[config.mk]
export PLATFORM = sky130hd
export DESIGN_NAME = reset_sequencer
export DESIGN_NICKNAME = d
export VERILOG_FILES = /design/src/rtl/reset_sequencer_pkg.sv /design/src/rtl/reset_sequencer_sync.sv /design/src/rtl/reset_sequencer.sv
export SDC_FILE = /design/constraint.sdc
export NUM_CORES = 1
export LEC_CHECK = 0
export BUFFER_PORTS_ARGS = -buffer_cell sky130_fd_sc_hd__buf_2
export CAP_MARGIN = 5
export CELL_PAD_IN_SITES_DETAIL_PLACEMENT = 1
export CELL_PAD_IN_SITES_GLOBAL_PLACEMENT = 2
export CORE_MARGIN = 2
export CORE_UTILIZATION = 43
export DETAILED_ROUTE_END_ITERATION = 10
export PLACE_DENSITY = 0.91
export RECOVER_POWER = 100
export SLEW_MARGIN = 25
export SYNTH_ARGS = -nofsm -noshare
export SYNTH_HDL_FRONTEND = slang
export SYNTH_HIERARCHICAL = 1
export SYNTH_SLANG_ARGS = --single-unit
[constraint.sdc]
create_clock -name clk -period 3.3 [get_ports clk]
set_input_delay 0.495 -clock clk [delete_from_list [all_inputs] [get_ports clk]]
set_output_delay 0.495 -clock clk [all_outputs]
set_load 0.05 [all_outputs]
[src/rtl/reset_sequencer_pkg.sv]
// Shared types and helpers for the ordered reset-release sequencer.
package reset_sequencer_pkg;

    typedef enum logic [1:0] {
        WAIT_LOCK,
        STRETCH,
        RELEASE,
        RUN
    } seq_state_t;

    // One width fits every timer, so the widest terminal count sets the size.
    function automatic int cnt_width(input int a, input int b, input int c);
        int m;
        m = a;
        if (b > m) m = b;
        if (c > m) m = c;
        return $clog2(m + 1);
    endfunction

endpackage

[src/rtl/reset_sequencer_sync.sv]
// Button conditioning: multi-flop synchroniser followed by a level debouncer.
module sync_debounce
    import reset_sequencer_pkg::*;
#(
    parameter int SYNC_STAGES  = 2,
    parameter int DEBOUNCE_CYC = 650000,
    parameter int CNT_W        = cnt_width(DEBOUNCE_CYC, 1, 1)
) (
    input  logic clk,
    input  logic rst_n,
    input  logic din,
    output logic dout
);

    (* ASYNC_REG = "TRUE" *) logic [SYNC_STAGES-1:0] sync_q;
    logic [CNT_W-1:0] db_cnt;
    logic             din_s;

    assign din_s = sync_q[SYNC_STAGES-1];

    always_ff @(posedge clk or negedge rst_n) begin
        if (!rst_n) begin
            sync_q <= '0;
            db_cnt <= '0;
            dout   <= 1'b0;
        end else begin
            sync_q <= {sync_q[SYNC_STAGES-2:0], din};
            // Any reversal back to the accepted level restarts the stability window.
            if (din_s == dout) begin
                db_cnt <= '0;
            end else if (db_cnt >= CNT_W'(DEBOUNCE_CYC - 1)) begin
                dout   <= din_s;
                db_cnt <= '0;
            end else begin
                db_cnt <= db_cnt + 1'b1;
            end
        end
    end

endmodule

[src/rtl/reset_sequencer.sv]
// Releases N_CH active-high resets in order once the clock generator is locked.
//   state     | meaning
//   WAIT_LOCK | all resets held; waiting for lock with button released
//   STRETCH   | lock seen; holding for STRETCH_CYC before first release
//   RELEASE   | releasing one channel every GAP_CYC cycles
//   RUN       | every channel released, ready high
module reset_sequencer
    import reset_sequencer_pkg::*;
#(
    parameter int N_CH         = 4,
    parameter int STRETCH_CYC  = 1024,
    parameter int GAP_CYC      = 64,
    parameter int DEBOUNCE_CYC = 650000,
    parameter int SYNC_STAGES  = 2
) (
    input  logic                      clk,
    input  logic                      rst_n,
    input  logic                      locked,
    input  logic                      btn,
    output logic [N_CH-1:0]           rst_out,
    output logic                      ready,
    output logic [$clog2(N_CH+1)-1:0] stage
);

    localparam int CNT_W = cnt_width(STRETCH_CYC, GAP_CYC, DEBOUNCE_CYC);
    localparam int STG_W = $clog2(N_CH + 1);

    (* ASYNC_REG = "TRUE" *) logic [SYNC_STAGES-1:0] locked_sync;
    logic             locked_s;
    logic             btn_db;
    logic             abort;
    seq_state_t       state;
    logic [CNT_W-1:0] cnt;

    sync_debounce #(
        .SYNC_STAGES  (SYNC_STAGES),
        .DEBOUNCE_CYC (DEBOUNCE_CYC),
        .CNT_W        (CNT_W)
    ) u_btn (
        .clk   (clk),
        .rst_n (rst_n),
        .din   (btn),
        .dout  (btn_db)
    );

    always_ff @(posedge clk or negedge rst_n) begin
        if (!rst_n) locked_sync <= '0;
        else        locked_sync <= {locked_sync[SYNC_STAGES-2:0], locked};
    end

    assign locked_s = locked_sync[SYNC_STAGES-1];
    assign abort    = !locked_s || btn_db;

    always_ff @(posedge clk or negedge rst_n) begin
        if (!rst_n) begin
            state   <= WAIT_LOCK;
            cnt     <= '0;
            rst_out <= '1;
            ready   <= 1'b0;
            stage   <= '0;
        end else if (abort) begin
            state   <= WAIT_LOCK;
            cnt     <= '0;
            rst_out <= '1;
            ready   <= 1'b0;
            stage   <= '0;
        end else begin
            case (state)
                WAIT_LOCK: begin
                    state <= STRETCH;
                    cnt   <= CNT_W'(STRETCH_CYC - 1);
                end
                STRETCH: begin
                    if (cnt == '0) begin
                        rst_out <= rst_out << 1;
                        stage   <= STG_W'(1);
                        if (N_CH == 1) begin
                            state <= RUN;
                            ready <= 1'b1;
                        end else begin
                            state <= RELEASE;
                            cnt   <= CNT_W'(GAP_CYC - 1);
                        end
                    end else begin
                        cnt <= cnt - 1'b1;
                    end
                end
                RELEASE: begin
                    // Channels release bit 0 upward, so a left shift drops the next one.
                    if (cnt == '0) begin
                        rst_out <= rst_out << 1;
                        stage   <= stage + 1'b1;
                        if (stage == STG_W'(N_CH - 1)) begin
                            state <= RUN;
                            ready <= 1'b1;
                        end else begin
                            cnt <= CNT_W'(GAP_CYC - 1);
                        end
                    end else begin
                        cnt <= cnt - 1'b1;
                    end
                end
                RUN: begin
                    state <= RUN;
                end
                default: begin
                    state   <= WAIT_LOCK;
                    cnt     <= '0;
                    rst_out <= '1;
                    ready   <= 1'b0;
                    stage   <= '0;
                end
            endcase
        end
    end

endmodule
==> results of run 1 <==
## flip-flops by register name (all words and copies together) (netlist names)
| register | count |
|---|---|
| u_btn/sync_q | 2 |
| locked_sync | 2 |
| stage | 3 |
| ready | 1 |
| u_btn/dout | 1 |
| rst_out | 4 |
| state | 2 |
| cnt | 20 |
| u_btn/db_cnt | 20 |
## power breakdown
part / internal (mW) / switching (mW) / total [mW]
registers: 0.747 / 0.0964 / 0.843
logic: 0.193 / 0.335 / 0.528
clock network: 0.149 / 0.231 / 0.380
## placed cells by master (no fill, tap or decap), types with 3 or more instances in the layout
| master | count |
|---|---|
| dfrtp_1 | 51 |
| nor3_1 | 23 |
| nand3_1 | 20 |
| nand2_1 | 19 |
| a21oi_1 | 19 |
| or3_1 | 15 |
| o21ai_0 | 14 |
| clkbuf_1 | 12 |
| nor2_1 | 10 |
| inv_1 | 9 |
| xnor2_1 | 9 |
| ha_1 | 8 |
| nor4_1 | 7 |
| a211oi_1 | 7 |
| xor2_1 | 7 |
| nand4_1 | 6 |
| a31oi_1 | 6 |
| or4_1 | 6 |
| nand2b_1 | 5 |
| o31ai_1 | 5 |
| clkbuf_8 | 5 |
| a31o_2 | 4 |
| dfstp_2 | 4 |
| o21a_1 | 3 |
| o22a_1 | 3 |
## per-layer routing
layer,wire length (um),track usage,up-vias
met5,0,0,-
met4,60,0.0413,0
met3,165,0.0252,5
met2,3530,0.342,34
met1,3440,0.283,1284
li1,-,-,1185
## worst min-delay path by stage
stage                               from                   endpoint  slack, ns  depth (start not counted)
5_1_grt                           locked   locked_sync[0]$_DFF_PN0_       0.27                          1
2_1_floorplan                      rst_n         cnt[0]$_DFFE_PN0P_       0.20                          0
3_3_place_gp    locked_sync[0]$_DFF_PN0_   locked_sync[1]$_DFF_PN0_       0.33                          0
3_5_place_dp   u_btn/sync_q[0]$_DFF_PN0_  u_btn/sync_q[1]$_DFF_PN0_       0.34                          0
6_report                          locked   locked_sync[0]$_DFF_PN0_       0.28                          1
4_1_cts                           locked   locked_sync[0]$_DFF_PN0_       0.27                          1
## cell families after synthesis
kind of cell | after synthesis | share of synthesized area
AO/OA/AOI/OAI | 72 | 0.160
XOR/XNOR | 16 | 0.0457
adder cells (fa/ha/maj) | 8 | 0.0327
buffers and inverters | 25 | 0.0367
flip-flops | 55 | 0.451
multiplexers | 2 | 0.00694
AND/OR/NAND/NOR | 135 | 0.268
## critical path, cell delays in order, from the launching register on
cell and delay [ns]:
dfrtp_1 0.45, nor4_1 0.80, nand2_1 0.35, or4_1 0.50
or3_1 0.33, a21oi_1 0.14
## through the flow
stage	hold slack, ns	cells	utilization	cell area (um^2)	worst slack [ns]
3_3_place_gp	0.332	408	0.467	3190	1.10
6_report	0.281	416	0.474	3240	0.650
4_1_cts	0.273	416	0.480	3280	1.00
2_1_floorplan	0.199	313	-	3070	1.15
5_1_grt	0.272	416	0.474	3240	0.412
3_5_place_dp	0.336	408	0.467	3190	1.03
## area by class of cell
cell class / count / area share
multi-input combinational: 233 / 0.479
sequential: 55 / 0.427
tap: 96 / 0.0371
clock buffer: 6 / 0.0224
timing repair buffer: 15 / 0.0205
inverter: 9 / 0.0104
clock inverter: 2 / 0.00386
==> key figures, run 1 <==
Die
  – Die Y: 88.4 um
  – Core ar.: 0.00683 mm^2
  – Die W: 88.4 um
  – Rows: 30
  – I/O pins: 12
  – Initial Util: 0.449
  – Die area: 0.00782 mm^2

Pwr
  – Leakage: approximately 1.3 nW
  – VDD IR-drop max: 325 uV
  – PwrDens: 541 mW/mm^2
  – Power consumption: around 1.8 mW

Synth
  – Post-synth top flop: dfrtp_1
  – Synthesized area: 0.00307 mm^2
  – Syn Area/Cell: 9.79 um^2
  – Syn_nets: 325
  – Top-area cell type share of the netlist area: 0.416
  – Post-synth EDFFs: 0
  – Count leader, synth: dfrtp_1
  – Post-synth top cells: dfrtp_1 (51), nor3_1 (23), nand3_1 (20)
  – Share of flip-flops with an asynchronous set or reset: 1.00
  – Post-synth top area cell: dfrtp_1
  – Ys Warns: 6
  – Yosys reg bits: 55
  – Register area share after synthesis: 0.451
  – Top cells by area, synth: dfrtp_1 (42%), nor3_1 (3.8%), dfstp_2 (3.4%), ha_1 (3.3%), nand3_1 (3.3%)
  – Synth cell types: 57
  – Post-Syn Instances: 313

Clock tree
  – Clock-pin slew on the worst setup and hold paths: 0.10 ns
  – CTS tree: built
  – Root Driver: clkbuf_8
  – Clock Latency Late Sink: about 0.31 ns
  – Clk sinks: 55
  – Total CTS buffers: 5
  – Cts repair resizes: 0
  – Postcts setup bufs: 0
  – H-tree levels: 2
  – CTS Hold Buffers Added: 0
  – Max clock buf depth: 2

Detailed routing
  – Vias per cell: 6.03
  – Initial DRT Pass Iterations: 4
  – Initial DRC Count: 121
  – Via count: 2508
  – Post-route ant nets: 0
  – Final wirelength: 7.19 mm
  – DR WL/cell: 17.3 um
  – DRC: 0

Timing
  – Fmax: 377 MHz
  – Actual slew at the worst max-slew pin: 1.87 ns
  – Rel. slew slack: -0.244
  – Fin crit share: 0.803
  – Final Slew Violations: 35
  – Fin Setup TNS: 0 ns
  – RSZ-0062 raised after global routing: false
  – Crit path time final: 2.65 ns
  – Final setup fails: 0
  – Final hold violations: 0
  – Final setup skew: 0.00809 ns

Critical path
  – Reg-to-reg endpoint: cnt[19]$_DFFE_PN0P_
  – Startpoint Class: flip-flop
  – Reg2reg start: cnt[4]$_DFFE_PN0P_
  – Critical Path Sink Type: flip-flop
  – CP startpoint: cnt[4]$_DFFE_PN0P_
  – WS Path Type: flip-flop to flip-flop
  – Slack of the worst reg-to-reg path: 0.65 ns
  – Worst Reg-to-Reg Cells: 5
  – WP data arrival: 2.89 ns
  – Critical Path Sink: cnt[19]$_DFFE_PN0P_
  – Worst-path maximum fanout: 7
  – WP data required: 3.54 ns

Global route
  – GR Overflow Total: 0
  – Global-route wire length before repair: 12.6 mm
  – Global Route Usage Sum: 0.203
  – Antenna violations before repair: 0
  – Vias in the first global route: about 2.5k
  – Largest net degree at the start of global routing: 35

Hold path
  – Worst hold path type: input pin to flip-flop

Finish
  – Final nets: 331
  – Antenna Cells: 0
  – Fillers: 822
  – Area grow syn2layout: 5.63%
  – Register area: 0.00138 mm^2
  – Share of layout cells above drive strength 1: 0.103
  – Multi-input logic area: 0.00155 mm^2

Placed design
  – Port Buffers: 11
  – DP HPWL: about 5 mm
  – GP Congestion: roughly 0.81

Run status
  – Status: complete, but fails checks
  – Violated checks: max-capacitance violations, max-slew violations

Job
  – MaxCap Viol Count: 1
(Power assumes the default switching activity.)
==> run 2: changes to the inputs <==
--- a/config.mk
+++ b/config.mk
@@ -5,14 +5,15 @@
 export SDC_FILE = /design/constraint.sdc
 export NUM_CORES = 1
 export LEC_CHECK = 0
+export ABC_AREA = 1
 export BUFFER_PORTS_ARGS = -buffer_cell sky130_fd_sc_hd__buf_2
 export CAP_MARGIN = 5
 export CELL_PAD_IN_SITES_DETAIL_PLACEMENT = 1
 export CELL_PAD_IN_SITES_GLOBAL_PLACEMENT = 2
 export CORE_MARGIN = 2
-export CORE_UTILIZATION = 43
+export CORE_UTILIZATION = 37
 export DETAILED_ROUTE_END_ITERATION = 10
-export PLACE_DENSITY = 0.91
+export PLACE_DENSITY = 0.86
 export RECOVER_POWER = 100
 export SLEW_MARGIN = 25
 export SYNTH_ARGS = -nofsm -noshare
==> constraint.sdc (replaced) <==
create_clock -name clk -period 2.7 [get_ports clk]
set_input_delay 0.405 -clock clk [delete_from_list [all_inputs] [get_ports clk]]
set_output_delay 0.405 -clock clk [all_outputs]
set_load 0.05 [all_outputs]
==> key figures, run 2 <==
Finish
  – Top flop regs: cnt: 20 flops, u_btn/db_cnt: 20 flops, rst_out: 4 flops
  – Most frequent cells in the layout: nand2_1 (115), nor2_1 (65), inv_1 (51), dfrtp_1 (51), nand3_1 (41)
  – Antenna Cells: 0 (unchanged)
  – Area grow syn2layout: 5.03%
  – Final core utilization: 0.395 (-0.0791)
  – Commonest non-fill, non-tap cell in the layout: nand2_1
  – Final nets: 465 (+40%)
  – Share of layout cells above drive strength 1: 0.115 (+0.0114)

Critical path
  – CP top delay family: simple AND/OR/NAND/NOR gates
  – CP startpoint: state[0]$_DFFE_PN0P_
  – Slack of the worst reg-to-reg path: 0.51 ns (-0.14 ns)
  – Crit-path slowest cell: nand3_1
  – Critical Path Sink Type: flip-flop
  – Crit path cell chain: inv_1 > ha_1 > nand3_1 > nor2_1 > nand4_4 > nand3_1 > nand2_1 > nor2_1
  – Reg2reg start: state[0]$_DFFE_PN0P_
  – WP data required: 2.96 ns (-0.58 ns)
  – Worst-path maximum fanout: 22 (+15)
  – WS Path Type: flip-flop to flip-flop
  – Startpoint Class: flip-flop
  – Slowest stage delay, CP: 0.49 ns (-0.31 ns)
  – Crit path buf inv count: 1 (+1)
  – WP data arrival: 2.44 ns (-0.45 ns)

Clock tree
  – Clk sinks: 55 (unchanged)
  – Clock-pin slew on the worst setup and hold paths: 0.11 ns (about the same)
  – Root Driver: clkbuf_8
  – CTS tree: built
  – Cts repair resizes: 0 (unchanged)
  – Postcts setup bufs: 0 (unchanged)
  – Max clock buf depth: 2 (unchanged)
  – H-tree levels: 2 (unchanged)
  – CTS Hold Buffers Added: 0 (unchanged)
  – Total CTS buffers: 5 (unchanged)
  – Clock Latency Late Sink: 0.31 ns (about the same)

Timing
  – Final hold violations: 0 (unchanged)
  – Crit path time final: 2.19 ns (-0.464 ns)
  – Final setup fails: 0 (unchanged)
  – Fin crit share: 0.809 (+0.00649)
  – Fin Setup TNS: 0 ns (unchanged)
  – Fmax: 458 MHz (+21%)
  – RSZ-0062 raised after global routing: false
  – Rel. slew slack: -0.0306 (+0.213)
  – Actual slew at the worst max-slew pin: 1.55 ns (-0.320 ns)
  – Final Slew Violations: 27 (-23%)
  – Final setup skew: 0.0157 ns (+0.00764 ns)

Synth
  – Post-synth top cells: nand2_1 (113), nor2_1 (55), dfrtp_1 (51)
  – Post-synth top area cell: dfrtp_1
  – Syn_nets: 453 (+39%)
  – Top cells by area, synth: dfrtp_1 (37%), nand2_1 (12%), nor2_1 (6.1%), nand3_1 (5.6%), inv_1 (5.5%)
  – Post-synth top flop: dfrtp_1
  – Post-Syn Instances: 441 (+41%)
  – Top-area cell type share of the netlist area: 0.374 (-0.0419)
  – Synthesized area: 0.00341 mm^2 (+11%)
  – Register area share after synthesis: 0.405 (-0.0453)
  – Yosys reg bits: 55 (unchanged)
  – Synth cell types: 34 (-40%)
  – Count leader, synth: nand2_1
  – Post-synth EDFFs: 0 (unchanged)
  – Share of flip-flops with an asynchronous set or reset: 1.00 (unchanged)
  – Ys Warns: 6 (unchanged)
  – Syn Area/Cell: 7.73 um^2 (-21%)

Placed design
  – GP Congestion: 0.756 (-6.7%)
  – Port Buffers: 11 (unchanged)
  – DP HPWL: 5.89 mm (+16%)

Job
  – MaxCap Viol Count: 1 (unchanged)

Pwr
  – PwrDens: 833 mW/mm^2 (+54%)
  – VDD IR-drop max: 507 uV (+56%)
  – Leakage: 1.67 nW (+31%)

Run status
  – Violated checks: max-capacitance violations, max-slew violations
  – Status: complete, but fails checks

Detailed routing
  – DRC: 0 (unchanged)
  – Final wirelength: 7.70 mm (+7.1%)
  – Post-route ant nets: 0 (unchanged)
  – Vias per cell: 4.95 (-18%)
  – Via count: 2797 (+12%)
  – Initial DRT Pass Iterations: 4 (unchanged)
  – Initial DRC Count: 69 (-43%)
  – DR WL/cell: 13.6 um (-21%)

Die
  – I/O pins: 12 (unchanged)
  – Die area: 0.0100 mm^2 (+28%)
  – Rows: 35 (+17%)
  – Initial Util: 0.376 (-0.0727)
  – Die Y: 100 um (+13%)
  – Core ar.: 0.00906 mm^2 (+33%)
  – Die W: 100 um (+13%)

Hold path
  – Worst hold path type: input pin to flip-flop
  – Worst hold start: locked

Global route
  – Vias in the first global route: 2857 (+13%)
  – Global-route wire length before repair: 13.8 mm (+9.5%)
  – Global Route Usage Sum: 0.169 (-0.0338)
  – GR Overflow Total: 0 (unchanged)
  – Largest net degree at the start of global routing: 27 (-23%)
  – Antenna violations before repair: 0 (unchanged)
run 2: changes by cell type in the layout (fill, tap and decap cells not counted), moves of 8 or more:
cell / before / now
a21oi_1: 19 / 3
inv_1: 9 / 51
nand2_1: 19 / 115
nand3_1: 20 / 41
nor2_1: 10 / 65
nor2_2: 0 / 17
nor2_4: 0 / 8
nor3_1: 23 / 2
or3_1: 15 / 0
run 2: final cells by class:
class | instances | area, um^2
fillers | 1149 | 5490
multi-input cells | 325 | 1690
flip-flops and latches | 55 | 1380
inverters | 52 | 195
well taps | 111 | 139
clock buffers | 6 | 72.6
repair buffers | 14 | 56.3
clock inverters | 2 | 41.3
run 2: final timing paths:
path	to	cells after the start
setup / recovery	cnt[11]$_DFFE_PN0P_	8
hold / removal	locked_sync[0]$_DFF_PN0_	1
setup reg to reg	cnt[11]$_DFFE_PN0P_	8
hold reg to reg	u_btn/sync_q[1]$_DFF_PN0_	0
max in group asynchronous	cnt[6]$_DFFE_PN0P_	2
min in group asynchronous	u_btn/db_cnt[18]$_DFF_PN0_	1
run 2: metal layers:
metal,wire length (um),part of all wire,global-route usage
met1,3910,0.51,0.244
met2,3630,0.47,0.277
met3,105,0.014,0.0216
met4,57,0.0074,0.0285
met5,0,0,0
run 2: cells by family after synthesis:
| logic type | after synthesis | synth area share |
|---|---|---|
| buffers and inverters | 61 | 0.0808 |
| AO/OA/AOI/OAI | 23 | 0.0396 |
| AND/OR/NAND/NOR | 276 | 0.399 |
| adder cells (fa/ha/maj) | 8 | 0.0294 |
| flip-flops | 55 | 0.405 |
| XOR/XNOR | 18 | 0.0463 |
run 2: stage by stage:
step	worst slack (ns)	std cells	total power [mW]	cell area, um^2	hold WS [ns]
finish	0.514	565	2.98	3580	0.196
global route	0.212	565	3.25	3580	0.181
CTS	0.559	565	3.07	3660	0.125
detailed placement	0.568	557	2.47	3540	0.337
global placement	0.659	557	2.43	3540	0.332
floorplan	0.858	441	2.19	3410	0.109
run 2: report_power, final:
part | internal, mW | leakage [nW] | switching (mW)
registers | 0.984 | 0.723 | 0.144
logic | 0.393 | 0.886 | 0.891
clock network | 0.284 | 0.0573 | 0.288
total | 1.66 | 1.67 | 1.32
